--- config.mk ---
export PLATFORM = sky130hd
export DESIGN_NAME = key_conditioner_flat
export DESIGN_NICKNAME = d
export VERILOG_FILES = /design/src/rtl/key_conditioner_pkg.sv /design/src/rtl/key_conditioner_if.sv /design/src/rtl/key_debounce_cell.sv /design/src/rtl/key_conditioner.sv /design/src/flat_wrapper.sv
export SDC_FILE = /design/constraint.sdc
export NUM_CORES = 1
export LEC_CHECK = 0
export CORE_ASPECT_RATIO = 1.75
export CORE_MARGIN = 1
export CORE_UTILIZATION = 45
export CTS_BUF_LIST = sky130_fd_sc_hd__clkbuf_16
export DETAILED_ROUTE_END_ITERATION = 6
export PLACE_DENSITY = 0.65
export SETUP_SLACK_MARGIN = 0.15
export SYNTH_ARGS = -nofsm -noshare
export SYNTH_HDL_FRONTEND = slang
export SYNTH_SLANG_ARGS = --single-unit
--- constraint.sdc ---
create_clock -name clk -period 9.04 [get_ports clk]
set_input_delay 1.808 -clock clk [delete_from_list [all_inputs] [get_ports clk]]
set_output_delay 1.808 -clock clk [all_outputs]
set_load 0.02 [all_outputs]
--- src/rtl/key_conditioner_pkg.sv ---
// Shared types and default timing constants for the synth board input conditioning path.
// The debounce state enum is common to every key cell.
package synth_input_pkg;

    localparam int DEF_NUM_KEYS        = 14;
    localparam int DEF_DEBOUNCE_CYCLES = 10000;
    localparam int DEF_REPEAT_DELAY    = 5000000;
    localparam int DEF_REPEAT_PERIOD   = 1000000;

    typedef enum logic [1:0] {
        IDLE         = 2'd0,
        PRESS_WAIT   = 2'd1,
        HELD         = 2'd2,
        RELEASE_WAIT = 2'd3
    } kstate_e;

endpackage

--- src/rtl/key_conditioner_if.sv ---
// Key bundle between the board buttons and the conditioner: raw keys in, clean level/pulse out.
// Free-running level signals, no handshake and no backpressure.
interface key_conditioner_if
    import synth_input_pkg::*;
#(
    parameter int NUM_KEYS = DEF_NUM_KEYS
);
    logic [NUM_KEYS-1:0] key_raw;
    logic [NUM_KEYS-1:0] key_level;
    logic [NUM_KEYS-1:0] key_pulse;
    logic                any_pressed;

    modport master (output key_raw, input key_level, key_pulse, any_pressed);
    modport slave  (input key_raw, output key_level, key_pulse, any_pressed);
endinterface

--- src/rtl/key_debounce_cell.sv ---
// One key: 2-flop sync + debounce FSM; level/pulse registered DEBOUNCE_CYCLES+1 edges after input settles.
// No backpressure. Auto-repeat pulses only when KEY_COND_REPEAT_EN is defined.
module key_debounce_cell
    import synth_input_pkg::*;
#(
    parameter int DEBOUNCE_CYCLES = DEF_DEBOUNCE_CYCLES,
    parameter int REPEAT_DELAY    = DEF_REPEAT_DELAY,
    parameter int REPEAT_PERIOD   = DEF_REPEAT_PERIOD
) (
    input  logic clk,
    input  logic rst,
    input  logic i_key_raw,
    output logic o_level,
    output logic o_pulse
);
    localparam int            CW       = $clog2(DEBOUNCE_CYCLES + 1);
    localparam logic [CW-1:0] CNT_LAST = CW'(DEBOUNCE_CYCLES - 1);
    localparam logic [CW-1:0] CNT_ONE  = CW'(1);

    logic          r_s1;
    logic          r_s2;
    kstate_e       r_state;
    kstate_e       w_state_nxt;
    logic [CW-1:0] r_cnt;
    logic [CW-1:0] w_cnt_nxt;
    logic          r_level;
    logic          r_pulse;
    logic          w_level_nxt;
    logic          w_pulse_nxt;
    logic          w_accept;
    logic          w_rep_fire;

    always_ff @(posedge clk or posedge rst) begin
        if (rst) begin
            r_s1 <= 1'b0;
            r_s2 <= 1'b0;
        end else begin
            r_s1 <= i_key_raw;
            r_s2 <= r_s1;
        end
    end

    always_ff @(posedge clk or posedge rst) begin
        if (rst) begin
            r_state <= IDLE;
            r_cnt   <= '0;
            r_level <= 1'b0;
            r_pulse <= 1'b0;
        end else begin
            r_state <= w_state_nxt;
            r_cnt   <= w_cnt_nxt;
            r_level <= w_level_nxt;
            r_pulse <= w_pulse_nxt;
        end
    end

    always_comb begin
        w_state_nxt = r_state;
        w_cnt_nxt   = r_cnt;
        case (r_state)
            IDLE: begin
                if (r_s2) begin
                    w_state_nxt = PRESS_WAIT;
                    w_cnt_nxt   = CNT_ONE;
                end
            end
            PRESS_WAIT: begin
                if (!r_s2) begin
                    w_state_nxt = IDLE;
                    w_cnt_nxt   = '0;
                end else if (r_cnt == CNT_LAST) begin
                    w_state_nxt = HELD;
                    w_cnt_nxt   = '0;
                end else begin
                    w_cnt_nxt = r_cnt + 1'b1;
                end
            end
            HELD: begin
                if (!r_s2) begin
                    w_state_nxt = RELEASE_WAIT;
                    w_cnt_nxt   = CNT_ONE;
                end
            end
            RELEASE_WAIT: begin
                // A bounce back to 1 returns to HELD silently: no second press pulse.
                if (r_s2) begin
                    w_state_nxt = HELD;
                    w_cnt_nxt   = '0;
                end else if (r_cnt == CNT_LAST) begin
                    w_state_nxt = IDLE;
                    w_cnt_nxt   = '0;
                end else begin
                    w_cnt_nxt = r_cnt + 1'b1;
                end
            end
            default: begin
                w_state_nxt = IDLE;
                w_cnt_nxt   = '0;
            end
        endcase
    end

    always_comb begin
        w_accept    = (r_state == PRESS_WAIT) && r_s2 && (r_cnt == CNT_LAST);
        w_level_nxt = (w_state_nxt == HELD) || (w_state_nxt == RELEASE_WAIT);
        w_pulse_nxt = w_accept || w_rep_fire;
    end

`ifdef KEY_COND_REPEAT_EN
    localparam int REP_MAX = (REPEAT_DELAY > REPEAT_PERIOD) ? REPEAT_DELAY : REPEAT_PERIOD;
    localparam int REP_W   = $clog2(REP_MAX + 1);

    logic [REP_W-1:0] r_rep;
    logic             r_rep_armed;
    logic [REP_W-1:0] w_rep_target;

    // First repeat waits REPEAT_DELAY, later ones REPEAT_PERIOD; the count only advances while held high.
    assign w_rep_target = r_rep_armed ? REP_W'(REPEAT_PERIOD - 1) : REP_W'(REPEAT_DELAY - 1);
    assign w_rep_fire   = (r_state == HELD) && r_s2 && (r_rep == w_rep_target);

    always_ff @(posedge clk or posedge rst) begin
        if (rst) begin
            r_rep       <= '0;
            r_rep_armed <= 1'b0;
        end else if (w_accept || (r_state == IDLE)) begin
            r_rep       <= '0;
            r_rep_armed <= 1'b0;
        end else if ((r_state == HELD) && r_s2) begin
            if (w_rep_fire) begin
                r_rep       <= '0;
                r_rep_armed <= 1'b1;
            end else begin
                r_rep <= r_rep + 1'b1;
            end
        end
    end
`else
    logic w_unused_repeat;
    assign w_rep_fire      = 1'b0;
    assign w_unused_repeat = ^{REPEAT_DELAY[0], REPEAT_PERIOD[0]};
`endif

    assign o_level = r_level;
    assign o_pulse = r_pulse;

endmodule

--- src/rtl/key_conditioner.sv ---
// Debounces NUM_KEYS board buttons; level/pulse DEBOUNCE_CYCLES+1 edges after input settles, no backpressure.
// Defining KEY_COND_REPEAT_EN adds per-key auto-repeat pulses while a key is held.
module key_conditioner
    import synth_input_pkg::*;
#(
    parameter int NUM_KEYS        = DEF_NUM_KEYS,
    parameter int DEBOUNCE_CYCLES = DEF_DEBOUNCE_CYCLES,
    parameter int REPEAT_DELAY    = DEF_REPEAT_DELAY,
    parameter int REPEAT_PERIOD   = DEF_REPEAT_PERIOD
) (
    input  logic              clk,
    input  logic              rst,
    key_conditioner_if.slave  io
);
    logic [NUM_KEYS-1:0] w_level;
    logic [NUM_KEYS-1:0] w_pulse;

    for (genvar gi = 0; gi < NUM_KEYS; gi++) begin : g_key
        key_debounce_cell #(
            .DEBOUNCE_CYCLES (DEBOUNCE_CYCLES),
            .REPEAT_DELAY    (REPEAT_DELAY),
            .REPEAT_PERIOD   (REPEAT_PERIOD)
        ) u_cell (
            .clk       (clk),
            .rst       (rst),
            .i_key_raw (io.key_raw[gi]),
            .o_level   (w_level[gi]),
            .o_pulse   (w_pulse[gi])
        );
    end

    assign io.key_level   = w_level;
    assign io.key_pulse   = w_pulse;
    assign io.any_pressed = |w_level;

endmodule

--- src/flat_wrapper.sv ---
// flat-port wrapper written by rule: the top's interface ports become plain ports
module key_conditioner_flat import synth_input_pkg::*;
#(
    parameter int NUM_KEYS        = DEF_NUM_KEYS,
    parameter int DEBOUNCE_CYCLES = DEF_DEBOUNCE_CYCLES,
    parameter int REPEAT_DELAY    = DEF_REPEAT_DELAY,
    parameter int REPEAT_PERIOD   = DEF_REPEAT_PERIOD
)
  (clk, rst, io_key_raw, io_key_level, io_key_pulse, io_any_pressed);
  key_conditioner_if #(.NUM_KEYS(NUM_KEYS)) io_i ();
  input  logic clk;
  input  logic rst;
  input wire logic [$bits(io_i.key_raw)-1:0] io_key_raw;
  output wire logic [$bits(io_i.key_level)-1:0] io_key_level;
  output wire logic [$bits(io_i.key_pulse)-1:0] io_key_pulse;
  output wire logic [$bits(io_i.any_pressed)-1:0] io_any_pressed;
  assign io_i.key_raw = io_key_raw;
  assign io_key_level = io_i.key_level;
  assign io_key_pulse = io_i.key_pulse;
  assign io_any_pressed = io_i.any_pressed;
  key_conditioner #(.NUM_KEYS(NUM_KEYS), .DEBOUNCE_CYCLES(DEBOUNCE_CYCLES), .REPEAT_DELAY(REPEAT_DELAY), .REPEAT_PERIOD(REPEAT_PERIOD)) u_core (.clk(clk), .rst(rst), .io(io_i));
endmodule
==> key figures, run 1 <==
Run status
  • Outcome: completed

Timing
  • Pins Over Slew Limit: 0
  • Setup_tns: 0 ps
  • Tcrit/Tclk final: 45.4%
  • Post-route minimum period: 4100 ps
  • Min Hold Slack: 348 ps
  • RSZ-0062 raised after global routing: no
  • Slew @ Worst Pin: 1180 ps
  • Slew headroom: 21.3%
  • Final setup violation count: 0
  • Clock skew: 17.0 ps
  • FMAX: 0.244 GHz
  • Setup WS post-layout: 4940 ps
  • Final hold violation count: 0

Finish
  • Antenna cells: 0
  • Non-filler instance count after layout: 1790
  • Layout fillers: 2743
  • Commonest cells after routing, fill and taps aside: dfrtp_1 (280), nand2_1 (135), nor2_1 (118), nand3_1 (95), a31oi_1 (82)
  • Share of cells above drive strength 1: 7.74%
  • Area occupied by registers: 7010 um2
  • Commonest non-fill, non-tap cell in the layout: dfrtp_1
  • Area of the multi-input gates: 6040 um2
  • Area delta synth->final: 10.9%
  • Nets@finish: 1418

Logic synthesis
  • Synth Warn #: 0
  • Syn_area_per_cell: 9.87 um2
  • Post-synth EDFFs: 0
  • Syn Inst Count: 1371
  • Most used DFF post-synth: dfrtp_1
  • Seq/Total Area, Yosys: 51.8%
  • Post-Syn Area: 13500 um2
  • Async SR Flop Fraction: 100%
  • Syn nets: 1401
  • Post-synthesis register bit count: 280
  • Library cells used by synthesis: 56

Place
  • GPL Wtd Cong: 0.853
  • Detailed placement HPWL: 19400 um
  • Port Buffers: 44
  • # placed instances: 1741
  • Pre-CTS setup slack: 5000 ps

Floorplanning
  • Die H: 231 um
  • Num rows: 83
  • Initial Util: 45.9%
  • Die Area: 30800 um2
  • Top Ports: 45
  • Core Area: 29500 um2
  • Die Wd: 133 um

Pwr
  • PD cells: 177 nW/um2
  • Worst IR Drop VDD: 0.000145 V
  • Pleak: 0.00644 uW
  • Final Total Pwr: 2660 uW

Worst setup path
  • Startpoint types: register
  • CP Class: register to primary output
  • CP arrival: 2290 ps
  • Critical Path RT: 7230 ps
  • CP Capture Type: primary output
  • Crit-path max FO: 2

CTS
  • Hold buffers post-CTS: 0
  • PostCTS Resize Cnt: 0
  • Total CTS buffers: 27
  • Skew-Pair Late Insertion Delay: 560 ps
  • Num Clock Sinks: 280
  • H-tree levels: 1
  • Worst-case clock buffer depth: 3
  • Root Driver: clkbuf_16
  • CTS tree: built
  • Setup bufs post-CTS: 0
  • Clock slew at reported path FFs: 60 ps

Routing
  • Detailed Routing Iterations Pass 1: 4
  • Final wirelength: 27900 um
  • Routed vias/inst: 5.73
  • Drt wl/cell: 15.6 um
  • Via count: 10.3k
  • DR iter-0 viols: 485
  • Post-DRT Antenna Nets: 0
  • DRC Markers: 0

Global routing
  • Largest net degree at the start of global routing: 145
  • Vias in the first global route: 10.1k
  • First-pass GRT wire length: 47500 um
  • Initial antenna violation count: 0
  • Final global-route overflow total: 0
  • Total GRT Usage: 18.6%

Worst hold path
  • Worst Hold Class: register to register

Flow run
  • Max Cap Viol: 0
worst paths after layout:
| check | from | endpoint | slack, ps | cells after the start |
|---|---|---|---|---|
| worst min-delay path | u_core.g_key[0].u_cell.r_s1$_DFF_PP0_ | u_core.g_key[0].u_cell.r_s2$_DFF_PP0_ | 350 | 0 |
| worst max register to register | u_core.g_key[11].u_cell.r_cnt[4]$_DFFE_PP0P_ | u_core.g_key[11].u_cell.r_cnt[10]$_DFFE_PP0P_ | 6360 | 5 |
| max in group asynchronous | rst | u_core.g_key[8].u_cell.r_cnt[3]$_DFFE_PP0P_ | 5720 | 4 |
| min in group asynchronous | rst | u_core.g_key[9].u_cell.r_cnt[13]$_DFFE_PP0P_ | 1820 | 3 |
| worst min register to register | u_core.g_key[0].u_cell.r_s1$_DFF_PP0_ | u_core.g_key[0].u_cell.r_s2$_DFF_PP0_ | 350 | 0 |
| worst max-delay path | u_core.g_key[9].u_cell.o_level$_DFF_PP0_ | io_any_pressed | 4940 | 3 |
per-stage QoR:
step                instance area (um2)  utilization [%]
floorplan                         13500                -
global placement                  14200             48.0
detailed placement                14200             48.0
CTS                               15000             50.9
global route                      15000             50.9
finish                            15000             50.9
area by class of cell:
class | instances | share of cell area [%]
inverter | 37 | 0.950
multi-input combinational | 993 | 40.3
clock buffer | 27 | 4.50
sequential | 280 | 46.7
clock inverter | 22 | 1.13
timing repair buffer | 49 | 3.27
tap | 382 | 3.18
worst max-delay path, cell delays in order, from the launching register on:
cell and delay (ps):
dfrtp_1 380, nor4_1 460, nand4_1 290, clkdlybuf4s50_1 610
state kept, by name, summed over array words and instances, names as in the netlist:
| register | cells |
|---|---|
| u_core.g_key.u_cell.r_state | 28 |
| u_core.g_key.u_cell.o_level | 14 |
| u_core.g_key.u_cell.r_cnt | 196 |
| u_core.g_key.u_cell.o_pulse | 14 |
| u_core.g_key.u_cell.r_s1 | 14 |
| u_core.g_key.u_cell.r_s2 | 14 |
synthesized netlist by cell type (6+ instances only):
| cell type | number | area share, % |
|---|---|---|
| mux2_2 | 30 | 2.5 |
| or2_2 | 18 | 0.83 |
| nor3_1 | 26 | 0.96 |
| and3_1 | 33 | 1.5 |
| xnor2_1 | 19 | 1.2 |
| xor2_1 | 39 | 2.5 |
| a31oi_1 | 82 | 3.8 |
| or4_1 | 10 | 0.55 |
| or4b_2 | 7 | 0.52 |
| buf_4 | 28 | 1.6 |
| a21o_1 | 7 | 0.39 |
| nor2_1 | 118 | 3.3 |
| or3_1 | 34 | 1.6 |
| clkbuf_1 | 26 | 0.72 |
| dfrtp_1 | 280 | 52 |
| mux2i_1 | 22 | 1.6 |
| nand3_1 | 95 | 3.5 |
| a21oi_1 | 71 | 2.6 |
| a22o_1 | 27 | 1.7 |
| inv_1 | 37 | 1.0 |
| nor4_1 | 14 | 0.65 |
| nand4_1 | 33 | 1.5 |
| a41oi_1 | 14 | 0.91 |
| o21ai_0 | 64 | 2.4 |
| nor3b_1 | 13 | 0.72 |
| ha_1 | 14 | 1.3 |
| nand2b_1 | 6 | 0.28 |
| and2_1 | 6 | 0.28 |
| nand2_1 | 135 | 3.7 |
routing by layer:
metal / global-route usage [%] / wire, um
met2: 34.5 / 14700
met1: 20.9 / 11300
met3: 2.43 / 862
met4: 8.98 / 1120
met5: 0 / 0
where the power goes:
group,internal (uW),switching [uW],total [uW]
clock network,603,488,1090
registers,1310,80.3,1390
logic,69.4,107,176
cells by family (layout without fill, tap and decap cells):
logic type | Yosys count | count (layout) | share of synthesized area (%)
AOI/OAI and AO/OA | 284 | 284 | 13.0
xor gates and xnor gates | 58 | 58 | 3.75
adders and majority gates | 14 | 14 | 1.29
buffers and inverters | 98 | 135 | 3.58
DFF | 280 | 280 | 51.8
muxes | 52 | 52 | 4.12
and+or+nand+nor | 585 | 585 | 22.5
Power figures use the tool's default switching activity.
==> run 2, diff against run 1 <==
==> constraint.sdc (replaced) <==
create_clock -name clk -period 3.7 [get_ports clk]
set_input_delay 0.74 -clock clk [delete_from_list [all_inputs] [get_ports clk]]
set_output_delay 0.74 -clock clk [all_outputs]
set_load 0.02 [all_outputs]
==> run 2 against run 1 <==
- sequential cell count unchanged
- clock skew decreased by 2.6 ps
- hold slack improved by 1.6 ps
==> key figures, run 2 (synthesized netlist as in run 1, its figures left out) <==
Place
  • Pre-CTS setup slack: 1170 ps (was 5000 ps)
  • Port Buffers: 44 (unchanged)
  • GPL Wtd Cong: 0.856 (was 0.853)
  • # placed instances: 1744 (was 1741)
  • Detailed placement HPWL: 19800 um (was 19400 um)

Floorplanning
  • Die Area: 30800 um2 (unchanged)
  • Die Wd: 133 um (unchanged)
  • Die H: 231 um (unchanged)
  • Initial Util: 45.9% (unchanged)
  • Top Ports: 45 (unchanged)
  • Num rows: 83 (unchanged)
  • Core Area: 29500 um2 (unchanged)

Finish
  • Max reg flops: 196 (unchanged)
  • Largest Register: u_core.g_key.u_cell.r_cnt (unchanged)
  • Area delta synth->final: 11.9% (was 10.9%)
  • Commonest cells after routing, fill and taps aside: dfrtp_1 (280), nand2_1 (135), nor2_1 (118), nand3_1 (95), a31oi_1 (82) (unchanged)
  • Share of cells above drive strength 1: 7.92% (was 7.74%)
  • Antenna cells: 0 (unchanged)
  • Commonest non-fill, non-tap cell in the layout: dfrtp_1 (unchanged)
  • Nets@finish: 1422 (was 1418)
  • Non-filler instance count after layout: 1796 (was 1790)
  • Biggest registers after layout: u_core.g_key.u_cell.r_cnt: 196 flops, u_core.g_key.u_cell.r_state: 28 flops (unchanged)

Global routing
  • Initial antenna violation count: 0 (unchanged)
  • Vias in the first global route: 10.1k (about the same)
  • Final global-route overflow total: 0 (unchanged)
  • Largest net degree at the start of global routing: 64 (was 145)
  • Total GRT Usage: 18.4% (was 18.6%)
  • First-pass GRT wire length: 47000 um (was 47500 um)

Timing
  • Slew headroom: 17.6% (was 21.3%)
  • Final hold violation count: 0 (unchanged)
  • Setup WS post-layout: 768 ps (was 4940 ps)
  • Post-route minimum period: 2930 ps
  • Slew @ Worst Pin: 1230 ps (was 1180 ps)
  • Clock skew: 14.4 ps (was 17.0 ps)
  • Tcrit/Tclk final: 79.2%
  • Setup_tns: 0 ps (unchanged)
  • Min Hold Slack: 349 ps (was 348 ps)
  • Pins Over Slew Limit: 0 (unchanged)
  • Final setup violation count: 0 (unchanged)
  • FMAX: 0.341 GHz
  • RSZ-0062 raised after global routing: no (unchanged)

Routing
  • Final wirelength: 27900 um (about the same)
  • Via count: 10.2k (was 10.3k)
  • Detailed Routing Iterations Pass 1: 5 (was 4)
  • DRC Markers: 0 (unchanged)
  • Routed vias/inst: 5.70 (was 5.73)
  • Post-DRT Antenna Nets: 0 (unchanged)
  • Drt wl/cell: 15.5 um (was 15.6 um)
  • DR iter-0 viols: 559 (was 485)

Flow run
  • Max Cap Viol: 0 (unchanged)

CTS
  • Hold buffers post-CTS: 0 (unchanged)
  • Clock slew at reported path FFs: 60 ps (about the same)
  • Num Clock Sinks: 280 (unchanged)
  • H-tree levels: 1 (unchanged)
  • Total CTS buffers: 28 (was 27)
  • PostCTS Resize Cnt: 0 (unchanged)
  • Setup bufs post-CTS: 0 (unchanged)
  • CTS tree: built (unchanged)
  • Root Driver: clkbuf_16 (unchanged)
  • Worst-case clock buffer depth: 3 (unchanged)
  • Skew-Pair Late Insertion Delay: 540 ps (was 560 ps)

Worst setup path
  • CP arrival: 2190 ps (was 2290 ps)
  • CP Capture Type: primary output (unchanged)
  • CP cell instances: nor4_1 -> nand4_1 -> clkdlybuf4s50_1 (unchanged)
  • R2r endpoint: u_core.g_key[11].u_cell.r_cnt[10]$_DFFE_PP0P_ (unchanged)
  • Startpoint types: register (unchanged)
  • Crit-path max FO: 2 (unchanged)
  • Worst R2R Setup Slack: 1140 ps (was 6360 ps)
  • Delay-heaviest family, CP: buffers and inverters (was simple AND/OR/NAND/NOR gates)
  • Buffer and inverter count on the worst path: 1 (unchanged)
  • R2R depth: 5 (unchanged)
  • Worst-path cell with the longest stage delay: clkdlybuf4s50_1 (unchanged)
  • Critical Path RT: 2960 ps (was 7230 ps)
  • CP Class: register to primary output (unchanged)
  • Slowest stage delay, CP: 630 ps (was 610 ps)
  • Reg2reg start: u_core.g_key[11].u_cell.r_cnt[4]$_DFFE_PP0P_ (unchanged)

Worst hold path
  • Hold path depth: 0 (unchanged)
  • Hold Crit Endpoint: u_core.g_key[10].u_cell.r_s2$_DFF_PP0_ (was u_core.g_key[0].u_cell.r_s2$_DFF_PP0_)
  • Worst Hold Class: register to register (unchanged)
  • Worst Min Path Start: u_core.g_key[10].u_cell.r_s1$_DFF_PP0_ (was u_core.g_key[0].u_cell.r_s1$_DFF_PP0_)

Run status
  • Outcome: completed (unchanged)

Pwr
  • Worst IR Drop VDD: 0.000408 V (was 0.000145 V)
  • Pleak: 0.00650 uW (was 0.00644 uW)
  • PD cells: 441 nW/um2 (was 177 nW/um2)
-- run 2: cell count changes in the layout (fill, tap and decap cells not counted), sizes merged --
cell      previous run  this run
clkinv              13        10
clkinvlp             3         4
clkbuf              27        29
buf                  5         8
inv                 41        43
bufinv               2         3
-- run 2: worst max path at each step --
| stage | startpoint | to | slack, ps | cells past startpoint |
|---|---|---|---|---|
| after floorplan | rst | u_core.g_key[0].u_cell.o_level$_DFF_PP0_ | -750 | 1 |
| after global placement | u_core.g_key[11].u_cell.r_cnt[4]$_DFFE_PP0P_ | u_core.g_key[11].u_cell.r_cnt[10]$_DFFE_PP0P_ | 1220 | 5 |
| after detailed placement | u_core.g_key[11].u_cell.r_cnt[4]$_DFFE_PP0P_ | u_core.g_key[11].u_cell.r_cnt[10]$_DFFE_PP0P_ | 1170 | 5 |
| after CTS | u_core.g_key[7].u_cell.o_level$_DFF_PP0_ | io_any_pressed | 680 | 3 |
| after global routing | u_core.g_key[7].u_cell.o_level$_DFF_PP0_ | io_any_pressed | 710 | 3 |
| final | u_core.g_key[7].u_cell.o_level$_DFF_PP0_ | io_any_pressed | 770 | 3 |
-- run 2: cell type report --
class / count / area, um2
Clock buffer: 29 / 726
Multi-Input combinational cell: 993 / 6040
Tap cell: 382 / 478
Timing Repair Buffer: 52 / 551
Sequential cell: 280 / 7010
Inverter: 37 / 143
Fill cell: 2693 / 14400
Clock inverter: 23 / 193
-- run 2: through the flow --
step           cell area, um2  utilization (%)  total power, uW
2_1_floorplan           13500                -             3750
3_3_place_gp            14200             48.2             3880
3_5_place_dp            14200             48.2             3910
4_1_cts                 15100             51.3             6790
5_1_grt                 15100             51.3             6990
6_report                15100             51.3             6680
-- run 2: where the power goes --
part / internal [uW] / total [uW] / leakage (uW) / switching (uW)
Combinational: 176 / 438 / 0.00228 / 262
Sequential: 3210 / 3410 / 0.00376 / 197
Clock: 1630 / 2830 / 0.000463 / 1200
Total: 5020 / 6680 / 0.00650 / 1660
-- run 2: layer usage --
layer	global-route usage [%]	up-vias	share of wire [%]	routed length (um)
met2	34.1	168	52	14600
met5	0	-	0	0
li1	-	5030	-	-
met4	10.2	0	4.6	1280
met3	2.54	54	3.1	872
met1	20.1	4989	40	11100
==> run 3, diff against run 2 <==
--- a/config.mk
+++ b/config.mk
@@ -10,7 +10,7 @@
 export CORE_UTILIZATION = 45
 export CTS_BUF_LIST = sky130_fd_sc_hd__clkbuf_16
 export DETAILED_ROUTE_END_ITERATION = 6
-export PLACE_DENSITY = 0.65
+export PLACE_DENSITY = 0.63
 export SETUP_SLACK_MARGIN = 0.15
 export SYNTH_ARGS = -nofsm -noshare
 export SYNTH_HDL_FRONTEND = slang
==> constraint.sdc (replaced) <==
create_clock -name clk -period 2.75 [get_ports clk]
set_input_delay 0.55 -clock clk [delete_from_list [all_inputs] [get_ports clk]]
set_output_delay 0.55 -clock clk [all_outputs]
set_load 0.02 [all_outputs]
==> run 3 against run 2 <==
- sequential share of layout area fell by 0.22 points
- global-route usage rose by 0.39 points
- via count rose by 1.6%
- utilization rose by 0.25 points
- routed wire length rose by 0.60%
- sequential cell count did not move
- final cell count rose by 0.72%
- clock skew rose by 10 ps
- worst setup slack got worse by 550 ps
==> key figures, run 3 (synthesized netlist as in run 1, its figures left out) <==
Worst setup path
  • R2R depth: 6 (was 5)
  • Critical Path RT: 2200 ps (was 2960 ps)
  • CP Capture Type: primary output (unchanged)
  • Worst R2R Setup Slack: 340 ps (was 1140 ps)
  • Crit-path max FO: 2 (unchanged)
  • Reg2reg start: u_core.g_key[8].u_cell.r_cnt[11]$_DFFE_PP0P_ (was u_core.g_key[11].u_cell.r_cnt[4]$_DFFE_PP0P_)
  • CP Class: register to primary output (unchanged)
  • Startpoint types: register (unchanged)
  • CP arrival: 1980 ps (was 2190 ps)
  • R2r endpoint: u_core.g_key[8].u_cell.r_cnt[4]$_DFFE_PP0P_ (was u_core.g_key[11].u_cell.r_cnt[10]$_DFFE_PP0P_)

Flow run
  • Max Cap Viol: 0 (unchanged)

Global routing
  • First-pass GRT wire length: 48100 um (was 47000 um)
  • Final global-route overflow total: 0 (unchanged)
  • Vias in the first global route: 10.3k (was 10.1k)
  • Initial antenna violation count: 0 (unchanged)
  • Largest net degree at the start of global routing: 100 (was 64)
  • Total GRT Usage: 18.8% (was 18.4%)

Timing
  • Post-route minimum period: 2530 ps
  • Pins Over Slew Limit: 0 (unchanged)
  • Final setup violation count: 0 (unchanged)
  • Tcrit/Tclk final: 92.0%
  • Final hold violation count: 0 (unchanged)
  • Clock skew: 24.5 ps (was 14.4 ps)
  • FMAX: 0.395 GHz
  • Slew headroom: 29.5% (was 17.6%)
  • RSZ-0062 raised after global routing: no (unchanged)
  • Slew @ Worst Pin: 1050 ps (was 1230 ps)
  • Min Hold Slack: 347 ps (was 349 ps)

CTS
  • Root Driver: clkbuf_16 (unchanged)
  • Skew-Pair Late Insertion Delay: 570 ps (was 540 ps)
  • Num Clock Sinks: 280 (unchanged)
  • H-tree levels: 1 (unchanged)
  • Setup bufs post-CTS: 0 (unchanged)
  • Hold buffers post-CTS: 0 (unchanged)
  • Total CTS buffers: 28 (unchanged)
  • CTS tree: built (unchanged)
  • Clock slew at reported path FFs: 60 ps (about the same)
  • Worst-case clock buffer depth: 3 (unchanged)

Place
  • Detailed placement HPWL: 19800 um (about the same)
  • Port Buffers: 44 (unchanged)
  • GPL Wtd Cong: 0.846 (was 0.856)

Run status
  • Outcome: completed (unchanged)

Routing
  • Metal2 WL: 14700 um (was 14600 um)
  • Top Layer Used: met4 (unchanged)
  • Post-DRT Antenna Nets: 0 (unchanged)
  • Via count: 10.4k (was 10.2k)
  • Met1 WL: 11400 um (was 11100 um)
  • DR iter-0 viols: 587 (was 559)
  • Final wirelength: 28000 um (was 27900 um)
  • Detailed Routing Iterations Pass 1: 7 (was 5)
  • Routed vias/inst: 5.75 (was 5.70)
  • DRC Markers: 0 (unchanged)
  • Met3 wire len: 903 um (was 872 um)
  • Drt wl/cell: 15.5 um (about the same)

Worst hold path
  • Hold Crit Endpoint: u_core.g_key[11].u_cell.r_s2$_DFF_PP0_ (was u_core.g_key[10].u_cell.r_s2$_DFF_PP0_)
  • Worst Min Path Start: u_core.g_key[11].u_cell.r_s1$_DFF_PP0_ (was u_core.g_key[10].u_cell.r_s1$_DFF_PP0_)
  • Worst Hold Class: register to register (unchanged)
  • Hold path depth: 0 (unchanged)

Floorplanning
  • Top Ports: 45 (unchanged)
  • Initial Util: 45.9% (unchanged)
  • Core Area: 29500 um2 (unchanged)
  • Die H: 231 um (unchanged)
  • Num rows: 83 (unchanged)
  • Die Wd: 133 um (unchanged)
  • Die Area: 30800 um2 (unchanged)

Finish
  • Commonest cells after routing, fill and taps aside: dfrtp_1 (280), nand2_1 (135), nor2_1 (116), nand3_1 (95), a31oi_1 (82) (was dfrtp_1 (280), nand2_1 (135), nor2_1 (118), nand3_1 (95), a31oi_1 (82))
  • Commonest non-fill, non-tap cell in the layout: dfrtp_1 (unchanged)
  • Nets@finish: 1437 (was 1422)
  • Max reg flops: 196 (unchanged)
  • Share of cells above drive strength 1: 9.11% (was 7.92%)
  • Area delta synth->final: 12.4% (was 11.9%)
  • Final core utilization: 51.6% (was 51.3%)
  • Largest Register: u_core.g_key.u_cell.r_cnt (unchanged)
  • Antenna cells: 0 (unchanged)
  • Biggest registers after layout: u_core.g_key.u_cell.r_cnt: 196 flops, u_core.g_key.u_cell.r_state: 28 flops (unchanged)

Pwr
  • PD cells: 581 nW/um2 (was 441 nW/um2)
  • Final Total Pwr: 8840 uW (was 6680 uW)
  • Worst IR Drop VDD: 0.000560 V (was 0.000408 V)
  • Pleak: 0.00654 uW (was 0.00650 uW)
[run 3: layout make-up]
class,count,area [um2]
inverter,37,143
timing repair buffer,67,649
multi-input combinational,993,6070
fill,2721,14300
tap,382,478
clock buffer,28,701
sequential,280,7010
clock inverter,22,169
[run 3: metrics by stage]
step	setup TNS [ps]	setup WS, ps	cells	cell area (um2)
2_1_floorplan	-422050	-1510	1371	13500
3_3_place_gp	0	397	1759	14300
3_5_place_dp	0	318	1759	14300
4_1_cts	0	154	1809	15200
5_1_grt	0	151	1809	15200
6_report	0	219	1809	15200
[run 3: repair_timing]
action / 4_1_cts / 5_1_grt
cloned: 0 / 0
resized for setup: 3 / 3
pin swaps: 0 / 0
endpoints found under the setup margin: 1 / 8
[run 3: critical path, stage by stage (launching register included)]
cell,delay (ps)
dfrtp_1,390
nor4_2,400
nand4_1,240
dlygate4sd2_1,380
[run 3: how the worst max path moves through the flow]
stage / startpoint / to / slack, ps / cells after the start
2_1_floorplan: rst / u_core.g_key[0].u_cell.o_level$_DFF_PP0_ / -1510 / 1
3_3_place_gp: u_core.g_key[13].u_cell.r_cnt[4]$_DFFE_PP0P_ / u_core.g_key[13].u_cell.r_cnt[10]$_DFFE_PP0P_ / 400 / 5
3_5_place_dp: u_core.g_key[13].u_cell.r_cnt[4]$_DFFE_PP0P_ / u_core.g_key[13].u_cell.r_cnt[10]$_DFFE_PP0P_ / 320 / 5
4_1_cts: u_core.g_key[9].u_cell.o_level$_DFF_PP0_ / io_any_pressed / 150 / 3
5_1_grt: u_core.g_key[9].u_cell.o_level$_DFF_PP0_ / io_any_pressed / 150 / 3
6_report: u_core.g_key[5].u_cell.o_level$_DFF_PP0_ / io_any_pressed / 220 / 3
[run 3: layer usage]
layer  track usage [%]  vias up
met2              34.7      196
met5                 0        -
met1              21.5     5084
met3              2.03       62
met4              9.13        0
li1                  -     5059
[run 3: report_power, final]
group          switching, uW  internal (uW)  total (uW)
Clock                   1630           2030        3660
Sequential               267           4320        4590
Combinational            352            241         594
